`config.mk`:
```
export PLATFORM = sky130hd
export DESIGN_NAME = sd_spi_responder
export DESIGN_NICKNAME = d
export VERILOG_FILES = /design/src/rtl/sd_spi_responder.sv
export SDC_FILE = /design/constraint.sdc
export NUM_CORES = 1
export LEC_CHECK = 0
export CAP_MARGIN = 20
export CELL_PAD_IN_SITES_DETAIL_PLACEMENT = 0
export CELL_PAD_IN_SITES_GLOBAL_PLACEMENT = 1
export CORE_ASPECT_RATIO = 1.25
export CORE_UTILIZATION = 45
export DETAILED_ROUTE_END_ITERATION = 16
export PLACE_DENSITY_LB_ADDON = 0.1
export SLEW_MARGIN = 25
export SYNTH_ARGS = -nofsm -noshare
export SYNTH_HDL_FRONTEND = slang
export SYNTH_SLANG_ARGS = --single-unit
```
`constraint.sdc`:
```
create_clock -name clk -period 5.85 [get_ports clk]
set_clock_uncertainty 0.15 [all_clocks]
set_input_delay 1.17 -clock clk [delete_from_list [all_inputs] [get_ports clk]]
set_output_delay 1.17 -clock clk [all_outputs]
set_load 0.01 [all_outputs]
```
`src/rtl/sd_spi_responder.sv`:
```
// SD-card side of SPI-mode block read/write: decodes 6-byte commands, answers
// R1 and data tokens, and serves block data from a byte-wide synchronous memory.
module sd_spi_responder #(
    parameter int BLOCK_SIZE = 512,
    parameter int ADDR_WIDTH = 16,
    parameter int NCR        = 1,
    parameter int BUSY_BYTES = 4
) (
    input  logic                  clk,
    input  logic                  rst,
    input  logic                  cs,
    input  logic                  sclk,
    input  logic                  mosi,
    output logic                  miso,
    output logic [ADDR_WIDTH-1:0] mem_addr,
    input  logic [7:0]            mem_rdata,
    output logic [7:0]            mem_wdata,
    output logic                  mem_we,
    output logic [7:0]            debug
);
    localparam int OFF_BITS = $clog2(BLOCK_SIZE);
    localparam int BLK_BITS = ADDR_WIDTH - OFF_BITS;
    localparam logic [31:0] BLOCKS = 32'(1) << BLK_BITS;
    localparam int CNT_W = 16;

    typedef enum logic [3:0] {
        ST_CMD_WAIT = 4'd0,  ST_CMD_RX   = 4'd1,  ST_NCR_GAP  = 4'd2,
        ST_R1       = 4'd3,  ST_RD_GAP   = 4'd4,  ST_RD_TOKEN = 4'd5,
        ST_RD_DATA  = 4'd6,  ST_RD_CRC   = 4'd7,  ST_WR_TOKEN = 4'd8,
        ST_WR_DATA  = 4'd9,  ST_WR_CRC   = 4'd10, ST_WR_RESP  = 4'd11,
        ST_WR_BUSY  = 4'd12
    } state_t;

    logic [1:0]            r_cs_sync;
    logic [2:0]            r_sclk_sync;
    logic [1:0]            r_mosi_sync;
    logic                  w_cs_high, w_rise, w_fall, w_mosi;
    logic [2:0]            r_bit_cnt;
    logic [6:0]            r_rx;
    logic [7:0]            r_tx;
    logic                  r_miso;
    logic                  w_byte_done;
    logic [7:0]            w_rx_byte;
    state_t                r_state, w_state_nxt;
    logic [CNT_W-1:0]      r_cnt, w_cnt_nxt;
    logic [7:0]            w_tx_nxt;
    logic [5:0]            r_idx;
    logic [31:0]           r_arg;
    logic [7:0]            r_r1, w_r1;
    logic                  r_idle, w_idle_nxt, r_prev55, w_arg_ok;
    logic [ADDR_WIDTH-1:0] r_mem_addr;
    logic [7:0]            r_mem_wdata;
    logic                  r_mem_we;

    always_ff @(posedge clk) begin
        if (rst) begin
            r_cs_sync   <= 2'b11;
            r_sclk_sync <= 3'b000;
            r_mosi_sync <= 2'b11;
        end else begin
            r_cs_sync   <= {r_cs_sync[0], cs};
            r_sclk_sync <= {r_sclk_sync[1:0], sclk};
            r_mosi_sync <= {r_mosi_sync[0], mosi};
        end
    end

    assign w_cs_high   = r_cs_sync[1];
    assign w_rise      = r_sclk_sync[1] & ~r_sclk_sync[2];
    assign w_fall      = ~r_sclk_sync[1] & r_sclk_sync[2];
    assign w_mosi      = r_mosi_sync[1];
    // Deselect masks completion so an abort always wins over a finishing byte.
    assign w_byte_done = ~w_cs_high & w_rise & (r_bit_cnt == 3'd7);
    assign w_rx_byte   = {r_rx, w_mosi};

    always_ff @(posedge clk) begin
        if (rst || w_cs_high) begin
            r_bit_cnt <= 3'd0;
            r_rx      <= 7'd0;
            r_tx      <= 8'hFF;
            r_miso    <= 1'b1;
        end else if (w_rise) begin
            r_rx      <= {r_rx[5:0], w_mosi};
            r_bit_cnt <= r_bit_cnt + 3'd1;
            if (r_bit_cnt == 3'd7) begin
                r_tx <= w_tx_nxt;
            end
        end else if (w_fall) begin
            r_miso <= r_tx[7];
            r_tx   <= {r_tx[6:0], 1'b1};
        end
    end

    always_ff @(posedge clk) begin
        if (rst || w_cs_high) begin
            r_state <= ST_CMD_WAIT;
            r_cnt   <= '0;
        end else begin
            r_state <= w_state_nxt;
            r_cnt   <= w_cnt_nxt;
        end
    end

    always_comb begin
        w_state_nxt = r_state;
        w_cnt_nxt   = r_cnt;
        w_tx_nxt    = 8'hFF;
        w_arg_ok    = (r_arg < BLOCKS);
        w_idle_nxt  = r_idle;
        case (r_idx)
            6'd0:         begin w_idle_nxt = 1'b1; w_r1 = 8'h01; end
            6'd55, 6'd16: w_r1 = {7'b0, r_idle};
            6'd41: begin
                if (r_prev55) begin
                    w_idle_nxt = 1'b0;
                    w_r1       = 8'h00;
                end else begin
                    w_r1 = {5'b0, 1'b1, 1'b0, r_idle};
                end
            end
            6'd17, 6'd24: w_r1 = w_arg_ok ? {7'b0, r_idle} : {1'b0, 1'b1, 5'b0, r_idle};
            default:      w_r1 = {5'b0, 1'b1, 1'b0, r_idle};
        endcase
        if (w_byte_done) begin
            case (r_state)
                ST_CMD_WAIT: if (w_rx_byte[7:6] == 2'b01) begin
                    w_state_nxt = ST_CMD_RX;
                    w_cnt_nxt   = '0;
                end
                ST_CMD_RX: begin
                    w_cnt_nxt = r_cnt + 1'b1;
                    if (r_cnt == CNT_W'(4)) begin
                        w_state_nxt = ST_NCR_GAP;
                        w_cnt_nxt   = '0;
                    end
                end
                ST_NCR_GAP: begin
                    w_cnt_nxt = r_cnt + 1'b1;
                    if (r_cnt == CNT_W'(NCR - 1)) begin
                        w_state_nxt = ST_R1;
                        w_tx_nxt    = r_r1;
                        w_cnt_nxt   = '0;
                    end
                end
                ST_R1: begin
                    if (r_idx == 6'd17 && !r_r1[6])      w_state_nxt = ST_RD_GAP;
                    else if (r_idx == 6'd24 && !r_r1[6]) w_state_nxt = ST_WR_TOKEN;
                    else                                 w_state_nxt = ST_CMD_WAIT;
                end
                ST_RD_GAP: begin
                    w_state_nxt = ST_RD_TOKEN;
                    w_tx_nxt    = 8'hFE;
                end
                ST_RD_TOKEN: begin
                    w_state_nxt = ST_RD_DATA;
                    w_tx_nxt    = mem_rdata;
                    w_cnt_nxt   = '0;
                end
                ST_RD_DATA: begin
                    if (r_cnt == CNT_W'(BLOCK_SIZE - 1)) begin
                        w_state_nxt = ST_RD_CRC;
                        w_cnt_nxt   = '0;
                    end else begin
                        w_tx_nxt  = mem_rdata;
                        w_cnt_nxt = r_cnt + 1'b1;
                    end
                end
                ST_RD_CRC: begin
                    w_cnt_nxt = r_cnt + 1'b1;
                    if (r_cnt == CNT_W'(1)) w_state_nxt = ST_CMD_WAIT;
                end
                ST_WR_TOKEN: if (w_rx_byte == 8'hFE) begin
                    w_state_nxt = ST_WR_DATA;
                    w_cnt_nxt   = '0;
                end
                ST_WR_DATA: begin
                    w_cnt_nxt = r_cnt + 1'b1;
                    if (r_cnt == CNT_W'(BLOCK_SIZE - 1)) begin
                        w_state_nxt = ST_WR_CRC;
                        w_cnt_nxt   = '0;
                    end
                end
                ST_WR_CRC: begin
                    w_cnt_nxt = r_cnt + 1'b1;
                    if (r_cnt == CNT_W'(1)) begin
                        w_state_nxt = ST_WR_RESP;
                        w_tx_nxt    = 8'h05;
                        w_cnt_nxt   = '0;
                    end
                end
                ST_WR_RESP: begin
                    w_state_nxt = ST_WR_BUSY;
                    w_tx_nxt    = 8'h00;
                    w_cnt_nxt   = '0;
                end
                ST_WR_BUSY: begin
                    if (r_cnt == CNT_W'(BUSY_BYTES - 1)) begin
                        w_state_nxt = ST_CMD_WAIT;
                    end else begin
                        w_tx_nxt  = 8'h00;
                        w_cnt_nxt = r_cnt + 1'b1;
                    end
                end
                default: w_state_nxt = ST_CMD_WAIT;
            endcase
        end
    end

    // Command effects land on the CRC byte; memory address advances right after each tx load.
    always_ff @(posedge clk) begin
        if (rst) begin
            r_idx       <= 6'd0;
            r_arg       <= 32'd0;
            r_r1        <= 8'hFF;
            r_idle      <= 1'b1;
            r_prev55    <= 1'b0;
            r_mem_addr  <= '0;
            r_mem_wdata <= 8'd0;
            r_mem_we    <= 1'b0;
        end else begin
            r_mem_we <= 1'b0;
            if (w_byte_done) begin
                case (r_state)
                    ST_CMD_WAIT: if (w_rx_byte[7:6] == 2'b01) r_idx <= w_rx_byte[5:0];
                    ST_CMD_RX: begin
                        if (r_cnt == CNT_W'(4)) begin
                            r_r1       <= w_r1;
                            r_idle     <= w_idle_nxt;
                            r_prev55   <= (r_idx == 6'd55);
                            r_mem_addr <= {r_arg[BLK_BITS-1:0], {OFF_BITS{1'b0}}};
                        end else begin
                            r_arg <= {r_arg[23:0], w_rx_byte};
                        end
                    end
                    ST_RD_TOKEN, ST_RD_DATA: r_mem_addr <= r_mem_addr + 1'b1;
                    ST_WR_DATA: begin
                        r_mem_we    <= 1'b1;
                        r_mem_wdata <= w_rx_byte;
                        r_mem_addr  <= {r_mem_addr[ADDR_WIDTH-1:OFF_BITS], r_cnt[OFF_BITS-1:0]};
                    end
                    default: ;
                endcase
            end
        end
    end

    assign miso      = r_miso;
    assign mem_addr  = r_mem_addr;
    assign mem_wdata = r_mem_wdata;
    assign mem_we    = r_mem_we;
    assign debug     = {4'b0, r_state};
endmodule

```
# After elaboration in Yosys (flattened, before gate mapping)
# Index checks and enable logic that the tools add are counted.
# totals
input_bits	13
word_cells	135
register_bits	119
# op_classes
magnitude_cmp	1
addsub	3
eq_ne	36
n_reduce_logical	29
muxes	37
n_bitwise	11
# op_table
op	n
$pmux W16 S9	1
$mux W16	8
$mux W8	8
$pmux W8 S7	1
$pmux W4 S13	1
$pmux W16 S3	1
$mux W4	11
$add A16 B1 Y16 const B	2
$lt A32 B8 Y1 const B	1
$pmux W7 S4	1
$ne A2 B2 Y1 const B	11
$eq A4 B4 Y1 const B	5
$eq A6 B5 Y1 const B	3
$eq A16 B1 Y1 const B	1
$eq A16 B2 Y1 const B	1
$eq A16 B3 Y1 const B	1
$eq A16 B9 Y1 const B	1
$eq A4 B3 Y1 const B	4
$logic_not A16 Y1	1
$eq A6 B6 Y1 const B	2
$reduce_and A3 Y1	4
$reduce_or A2 Y1	6
$reduce_and A10 Y1	1
$reduce_and A5 Y1	2
23 further kinds	39

# Logic depth before layout (Yosys ltp)
# Gate-level depths: netlist (run 1).
# logic_depth
word_depth	7
ltp_mapped	10
ltp_nobuf	8

# Least setup slack after synthesis (run 1)
# Ideal clock, no wire load.
# synth_path
path_type	reg-to-reg
from	register r_cnt[0]
to	register r_state[1]
required_ns	5.583
setup_ns	0.117
path_stages_with_launch	9
setup_slack_ns	3.141
arrival_ns	2.441
path_buffers	0
period_less_slack_ns	2.709
cell_sequence	dfxtp_1 inv_1 ha_1 or4bb_1 or4_4 a32oi_2 nor4b_4 o21ai_1 a32o_1
# synth_via
elab_chain_len	3
word_cells_on_any_way	13
# synth_lines
element	line_no	text
from (decl)	45	logic [CNT_W-1:0] r_cnt, w_cnt_nxt;
from (signal assigned)	99	r_cnt <= w_cnt_nxt;
$eq A16 B2 Y1 (tied with other cells)	196	if (r_cnt == CNT_W'(BUSY_BYTES - 1)) begin
$ne A2 B2 Y1 (no line)	--	
$reduce_and A10 Y1 (no line) (*)	--	
to (signal assigned)	98	r_state <= w_state_nxt;
to (decl)	44	state_t r_state, w_state_nxt;
# Every way passes the cells marked *; elsewhere a longest branch is shown, timed or not.
# A chain may end at the register's enable or synchronous reset.

# Final worst setup path (run 1)
# layout_path
from	register r_state[3]
to	register r_cnt[4]
# layout_via
elab_chain_len	4
word_cells_on_any_way	19
# layout_lines
element	line_no	text
$eq A4 B4 Y1 / $eq A4 B3 Y1 (equally long branches)	124	case (r_state)
$reduce_or A2 Y1 (no line)	--	
$reduce_bool A9 Y1 (no line)	--	
$reduce_and A5 Y1 (no line)	--	
# Parallel ways exist; a longest one is shown, timed or not.

==> results of run 1 <==
[cell usage in the layout (no fill, tap or decap), types with 9 or more instances in the layout]
cell type,netlist,routed
a21oi_1,85,85
nand4_1,9,9
clkdlybuf4s50_1,0,41
inv_1,12,12
nand3_1,26,26
nor4_1,10,9
and3_1,9,9
nand2_1,123,123
dfxtp_1,115,115
nor3_1,13,12
xnor2_1,11,11
clkbuf_16,0,17
mux2i_1,10,10
nor2_1,56,56
nor2b_1,11,11
o21ai_0,27,26
[cell type report]
class,instances,area (um2)
inverter,12,45.0
clock inverter,11,126
multi-input combinational,527,3010
timing repair buffer,48,460
sequential,115,2300
clock buffer,21,470
tap,161,201
fill,1170,5160
[flip-flops by register name (all words and copies together) (netlist names)]
signal	flops
r_r1	4
r_prev55	1
r_cs_sync	2
r_rx	7
mem_addr	16
miso	1
r_bit_cnt	3
r_mosi_sync	2
r_state	4
r_idle	1
r_tx	8
r_arg	32
r_idx	6
mem_wdata	8
r_sclk_sync	3
r_cnt	16
mem_we	1
[power by group through the flow]
stage | logic (W) | clock network, W | registers [W]
finish | 0.0000279 | 0.00103 | 0.000788
global placement | 0.0000282 | 0 | 0.000805
floorplan | 0.0000183 | 0 | 0.000804
CTS | 0.0000283 | 0.00105 | 0.000788
detailed placement | 0.0000282 | 0 | 0.000805
global route | 0.0000307 | 0.00109 | 0.000788
[worst max path at each step]
stage / from / endpoint / slack (ns)
finish: r_state[3] / r_cnt[4] / 2.49
global route: r_state[3] / r_cnt[4] / 2.13
CTS: r_state[3] / r_cnt[4] / 2.50
detailed placement: r_state[3] / r_cnt[4] / 2.56
global placement: r_state[2] / r_cnt[3] / 2.50
floorplan: r_cnt[0] / r_state[1] / 3.14
[through the flow]
stage	hold WS [ns]	instance area [um2]
global placement	0.241	6010
finish	0.256	6620
floorplan	0.239	5550
detailed placement	0.245	6010
CTS	0.258	6610
global route	0.272	6620
[layer usage]
metal,track usage,part of all wire,vias up
met5,0,0,-
met4,0.0818,0.017,0
met3,0.0488,0.033,20
met2,0.391,0.50,103
met1,0.293,0.45,2406
li1,-,-,2521
[worst register-to-register path, delay by kind of cell (launching register included)]
| kind | cells | cell delay, ns |
|---|---|---|
| flops | 1 | 0.78 |
| compound gates | 4 | 1.15 |
| simple gates | 2 | 1.20 |
[Yosys cell counts, types with 9 or more instances]
cell | count | area [um2]
nand2_1 | 123 | 462
dfxtp_1 | 115 | 2300
a21oi_1 | 85 | 425
nor2_1 | 56 | 210
clkbuf_1 | 43 | 161
o21ai_0 | 27 | 135
nand3_1 | 26 | 130
nor3_1 | 13 | 65.1
inv_1 | 12 | 45.0
nor2b_1 | 11 | 68.8
xnor2_1 | 11 | 96.3
mux2i_1 | 10 | 100
nor4_1 | 10 | 62.6
and3_1 | 9 | 56.3
nand4_1 | 9 | 56.3
[cell families after synthesis]
kind of cell,synth area share
compound gates,0.212
xor+xnor,0.0221
fa+ha+maj,0.0136
buf+inv,0.0475
flops,0.416
mux,0.0181
other cells,0.000677
simple gates,0.270
==> run metrics, run 1 <==
DR iter-0 viols=244; fin worst setup slack=2.49 ns; sequential-to-total area share from yosys stat=0.416; synth unique cells=65; syn_area_per_cell=7.86 um2; total power=0.00185 W; hold wc startpoint=r_mosi_sync[0]; CTS root buf=clkbuf_16; Bufs on Longest Clock Path=2; WP buf/inv=0; Final Non-Filler Cells=895; post-place setup slack=2.56 ns; CTS sink count=115; worst-margin pin slew=0.978 ns; drt first pass iters=5; Fmax=297 MHz; ys async rst share=0; Hold Path Stages=1; Reg2Reg Setup Slack=2.49 ns; Top Family by Delay on Critical Path=simple AND/OR/NAND/NOR gates; routed wire length=14.1 mm; largest net degree at the start of global routing=78; utilization after layout=0.562; CP required=6.01 ns; Sw Ratio=0.210; nets=740; GRT Util Overall=0.233; R2R Path Start=r_state[3]; Initial Util=0.470; Max VDD drop=156 uV; Critical Path Sink Type=flip-flop; Clk Latency, worst-skew pair=0.41 ns; RSZ-0062 raised after global routing=no; cts repair resizes=0; cell area power density=279 mW/mm2; Main synth FF type=dfxtp_1; Post-synth EDFFs=0; Gate Count Post-Synth=704; vias in the first global route=4609; first-pass GRT wire length=23.2 mm; Die Ht=126 um; fraction of layout cells with a size suffix above 1=0.0804; via density per instance=5.64; Die Wd=101 um; Hold Crit Class=flip-flop to flip-flop; crit path launch type=flip-flop; placed cell count=863; Avg WL per Cell=15.8 um; min Tclk post-route=3.36 ns; max_cap viols=0; reg2reg end=r_cnt[4]; Final Wtd Congestion=0.893; Data arrival, critical path=3.53 ns; final setup fails=0; setup_tns=0 ns; register bit total from synthesis=115; antenna cell count=0; status=complete, no violations; Final HPWL DP=9.81 mm; crit path cell chain=nor4bb_4 -> o21bai_1 -> a32oi_2 -> a31oi_1 -> nand2_1 -> o31ai_1; Slowest-stage cell, CP=nor4bb_4; crit-path max FO=22; area delta synth->final=19.5%; Worst Hold End=r_mosi_sync[1]; I/O Buffers=42; Post-CTS Setup Inserts=0; worst r2r path cells=6; Final Slew Violations=0; CTS tree=done; cts-stage hold buffer count=0; DRC=0; row count=44; Final Hold Fails=0; fin crit share=0.575; Vias=5050; IO Pins=47; CTS H-tree depth=4; CTS clock-pin slew for the worst setup and hold paths=0.05 ns; WS Path Type=flip-flop to flip-flop; Psw=0.000388 W; remaining antenna violation count=0; CTS buffer count=17; P_leak=2.20 nW; power share of the clock group=0.558; Ys Warns=0; Seq pwr share=0.427; Cell Int Power=0.00146 W; core area=0.0118 mm2; Crit path depth=6; overall overflow remaining after global route=0; Die Area=0.0128 mm2; Mapped Area=0.00554 mm2; slew margin rel.=0.347; Comb power frac=0.015; initial antenna violation count=0; slowest stage delay, CP=1.00 ns
No activity file was read; power rests on OpenSTA's default activity.
==> run 2, diff against run 1 <==
CORE_UTILIZATION = 39   (was 45)
clock period = 2.7 ns   (was 5.85 ns; I/O delays follow)
==> run 2 against run 1 <==
The flow now finishes with violations (negative setup slack). Design area is 10% higher. Combinational power rose by 150%. Critical path type unchanged. Core utilization decreased by 3.5 points. Cell count increased by 8.6%. Critical path depth rose by 5. Power increased by 110%. Worst hold slack gained 0.0021 ns.
==> run metrics, run 2 (synthesis results as in run 1) <==
Clk Latency, worst-skew pair=0.42 ns; Avg WL per Cell=16.1 um; Initial Util=0.401; CTS root buf=clkbuf_16; Final HPWL DP=11.0 mm; Crit path depth=11; CTS buffer count=17; Die Ht=135 um; Max VDD drop=370 uV; GRT Util Overall=0.225; via density per instance=5.42; drt first pass iters=4; I/O Buffers=42; worst-margin pin slew=0.802 ns; worst setup path start=r_cnt[1]; Final Slew Violations=0; CTS sink count=115; Bufs on Longest Clock Path=2; slowest stage delay, CP=0.53 ns; Final Wtd Congestion=0.836; Top reg by flops=r_arg; Fmax=369 MHz; first-pass GRT wire length=25.5 mm; max reg flops=32; DRC=0; most used cell, CP=buf_6; fraction of layout cells with a size suffix above 1=0.182; commonest non-fill, non-tap cell in the layout=nand2_1; final setup fails=3; Critical Path Sink Type=flip-flop; IO Pins=47; initial antenna violation count=0; cts-stage hold buffer count=0; commonest non-fill, non-tap cells in the layout=nand2_1 (123), dfxtp_1 (112), a21oi_1 (82); vias in the first global route=5182; Reg2Reg Setup Slack=-0.007 ns; routed wire length=15.6 mm; CTS clock-pin slew for the worst setup and hold paths=0.05 ns; largest net degree at the start of global routing=77; P_leak=2.53 nW; Die Wd=109 um; total power=0.00388 W; core area=0.0138 mm2; layout filler cell count=1379; Data arrival, critical path=2.87 ns; area delta synth->final=31.5%; crit-path max FO=6; nets=804; DR iter-0 viols=322; Top Family by Delay on Critical Path=simple AND/OR/NAND/NOR gates; row count=48; cell area power density=533 mW/mm2; WP buf/inv=4; Final Non-Filler Cells=972; Vias=5268; slew margin rel.=0.465; fin worst setup slack=-0.00664 ns; failing checks=negative setup slack; fin crit share=1.00; RSZ-0062 raised after global routing=yes; CTS tree=done; Hold Crit Class=flip-flop to flip-flop; max_cap viols=0; WS Path Type=flip-flop to flip-flop; CP required=2.86 ns; overall overflow remaining after global route=0; crit path cell chain=inv_2 -> ha_4 -> or4bb_4 -> or4_4 -> a32oi_4 -> buf_6 -> buf_6 -> nand3_2 -> o21ai_4 -> buf_6 -> nor2_1; CTS H-tree depth=4; hold wc startpoint=r_mosi_sync[0]; placed cell count=930; Die Area=0.0147 mm2; min Tclk post-route=2.71 ns; Hold Path Stages=1; remaining antenna violation count=0; antenna cell count=0; Final Hold Fails=0; crit path launch type=flip-flop; post-place setup slack=-0.187 ns; worst r2r path cells=11; Slowest-stage cell, CP=or4bb_4; status=finished, violations left; R2R Path Start=r_cnt[1]
## run 2: cell count changes in the layout (fill, tap and decap cells not counted), sizes merged
cell	delta
buf	+64
clkbuf	+6
clkinvlp	-3
inv	-2
bufinv	-1
clkinv	-1
## run 2: repair_timing
action,CTS,global route
buffers inserted,3,9
pin swaps,1,7
endpoints found under the setup margin,23,38
gates resized for setup,10,40
hold endpoints to repair,0,0
## run 2: path summary, 6_finish.rpt
| path | endpoint |
|---|---|
| worst min-delay path | r_mosi_sync[1] |
| worst max register to register | r_cnt[3] |
| worst max-delay path | r_cnt[3] |
| worst min register to register | r_mosi_sync[1] |
## run 2: power breakdown
group | internal [W] | leakage (nW) | switching [W]
combinational | 0.0000281 | 1.33 | 0.0000405
clock | 0.00135 | 0.267 | 0.000755
sequential | 0.00170 | 0.929 | 0.00000298
total | 0.00308 | 2.53 | 0.000798
## run 2: cell type report
type,count,area [um2],area share
tap,175,219,0.0301
multi-input combinational,527,3170,0.436
timing repair buffer,112,988,0.136
inverter,12,45.0,0.00619
sequential,115,2310,0.317
clock inverter,4,47.5,0.00653
clock buffer,27,503,0.0691
## run 2: per-layer routing
layer	wire [um]	vias to the layer above	track usage
met1	6680	2501	0.263
met5	0	-	0
li1	-	2653	-
met3	501	28	0.0529
met4	371	0	0.104
met2	8070	86	0.387
## run 2: through the flow
| step | hold WS [ns] | area, um2 | setup TNS, ns | utilization |
|---|---|---|---|---|
| after floorplan | 0.239 | 5550 | 0 | - |
| after global placement | 0.247 | 6450 | -2.26 | 0.467 |
| after detailed placement | 0.247 | 6450 | -2.26 | 0.467 |
| after CTS | 0.258 | 7050 | -0.0345 | 0.511 |
| after global routing | 0.285 | 7280 | -1.20 | 0.527 |
| final | 0.258 | 7280 | -0.00850 | 0.527 |
==> run 3, diff against run 2 <==
GPL_ROUTABILITY_DRIVEN = 0   (was default)
REMOVE_ABC_BUFFERS = 1   (was default)
==> run 3 against run 2 <==
The run still ends with negative setup slack left. Worst hold slack worse by 0.0016 ns. Largest power group unchanged. Power up 7.0%. Sequential cell count unchanged.
==> run metrics, run 3 (synthesis results as in run 1) <==
status=finished, violations left; Hold Crit Class=flip-flop to flip-flop; fin crit share=1.01; drt first pass iters=4; Psw=0.000874 W; commonest non-fill, non-tap cell in the layout=nand2_1; Clk Latency, worst-skew pair=0.41 ns; CTS H-tree depth=4; Final Slew Violations=0; cell area power density=576 mW/mm2; GRT Util Overall=0.217; min Tclk post-route=2.71 ns; DR iter-0 viols=328; Seq pwr share=0.410; largest net degree at the start of global routing=71; Max VDD drop=409 uV; final setup fails=1; max_cap viols=0; Critical Path Sink Type=flip-flop; CP required=2.85 ns; slew margin rel.=0.507; Die Wd=109 um; Bufs on Longest Clock Path=2; worst setup path start=r_cnt[1]; Avg WL per Cell=15.7 um; fin worst setup slack=-0.0144 ns; RSZ-0062 raised after global routing=yes; Die Ht=135 um; Final Hold Fails=0; CTS clock-pin slew for the worst setup and hold paths=0.06 ns; nets=795; CTS root buf=clkbuf_16; first-pass GRT wire length=24.7 mm; CTS buffer count=17; crit-path max FO=7; Initial Util=0.401; R2R Path Start=r_cnt[1]; failing checks=negative setup slack; Sw Ratio=0.210; area delta synth->final=30.3%; row count=48; via density per instance=5.47; max reg flops=32; fraction of layout cells with a size suffix above 1=0.165; routed wire length=15.1 mm; Vias=5270; Reg2Reg Setup Slack=-0.01 ns; CTS tree=done; crit path launch type=flip-flop; P_leak=2.52 nW; remaining antenna violation count=0; vias in the first global route=5081; commonest non-fill, non-tap cells in the layout=nand2_1 (123), dfxtp_1 (113), a21oi_1 (83); worst r2r path cells=8; core area=0.0138 mm2; WS Path Type=flip-flop to flip-flop; Hold Slack=0.256 ns; Comb power frac=0.016; crit path to=r_cnt[7]; overall overflow remaining after global route=0; Final HPWL DP=10.6 mm; Top reg by flops=r_arg; Data arrival, critical path=2.87 ns; DRC=0; Fmax=368 MHz; I/O Buffers=42; Cell Int Power=0.00328 W; IO Pins=47; CTS sink count=115; worst-margin pin slew=0.740 ns; Die Area=0.0147 mm2; reg2reg end=r_cnt[7]; power share of the clock group=0.573; antenna cell count=0; utilization after layout=0.522; initial antenna violation count=0
## run 3: cell types whose count changed in the layout (fill, tap and decap cells not counted), moves of 3 or more
cell | previous run | this run
clkbuf_8 | 4 | 0
clkinvlp_4 | 1 | 4
bufinv_16 | 1 | 4
buf_6 | 6 | 1
clkbuf_1 | 6 | 0
ha_1 | 2 | 5
inv_6 | 0 | 4
buf_4 | 62 | 55
o21ai_1 | 7 | 4
## run 3: power by group through the flow
| stage | combinational (W) | clock, W | sequential, W |
|---|---|---|---|
| after floorplan | 0.0000187 | 0 | 0.00174 |
| after global placement | 0.0000657 | 0 | 0.00174 |
| after detailed placement | 0.0000668 | 0 | 0.00174 |
| after CTS | 0.0000669 | 0.00244 | 0.00171 |
| after global routing | 0.0000736 | 0.00253 | 0.00171 |
| final | 0.0000678 | 0.00238 | 0.00171 |
## run 3: worst min path at each step
stage                       from             end  slack (ns)  cells after the start
finish              r_cs_sync[0]    r_cs_sync[1]        0.26                      1
global route                 rst  r_sclk_sync[2]        0.27                      2
CTS                 r_cs_sync[0]    r_cs_sync[1]        0.26                      1
detailed placement  r_cs_sync[0]    r_cs_sync[1]        0.24                      1
global placement    r_cs_sync[0]    r_cs_sync[1]        0.25                      1
floorplan           r_cs_sync[0]    r_cs_sync[1]        0.24                      1
## run 3: final cells by class
class | instances | area (um2)
multi-input cells | 527 | 3080
inverters | 12 | 45.0
flip-flops and latches | 115 | 2300
clock buffers | 17 | 425
well taps | 175 | 219
clock inverters | 15 | 204
fillers | 1330 | 6600
repair buffers | 103 | 935
## run 3: worst max-delay path, stage by stage, from the launching register on
cell and delay (ns):
dfxtp_2 0.32, inv_2 0.07, ha_4 0.12, or4bb_1 0.42, or4_4 0.57, a32oi_4 0.27
a31oi_2 0.22, a22o_1 0.25, a22o_1 0.22
## run 3: through the flow
| step | setup TNS [ns] | worst slack (ns) | cells | cell area, um2 | total power (W) |
|---|---|---|---|---|---|
| 2_1_floorplan | -32.11 | -0.837 | 654 | 5330 | 0.00176 |
| 3_3_place_gp | -0.0487 | -0.0487 | 926 | 6420 | 0.00181 |
| 3_5_place_dp | -0.230 | -0.0908 | 926 | 6420 | 0.00181 |
| 4_1_cts | 0 | 0.00337 | 958 | 7080 | 0.00421 |
| 5_1_grt | -0.364 | -0.0906 | 964 | 7210 | 0.00430 |
| 6_report | -0.0144 | -0.0144 | 964 | 7210 | 0.00415 |
## run 3: metal layers
metal,track usage,up-vias,part of all wire
li1,-,2644,-
met4,0.0766,0,0.019
met5,0,-,0
met2,0.374,80,0.51
met3,0.0568,21,0.027
met1,0.258,2525,0.45
## run 3: repair_timing
action / 4_1_cts / 5_1_grt
cloned: 0 / 3
hold buffers: 0 / 0
pin swaps: 1 / 9
resized for setup: 4 / 22
buffers inserted: 0 / 3
endpoints found under the setup margin: 10 / 28
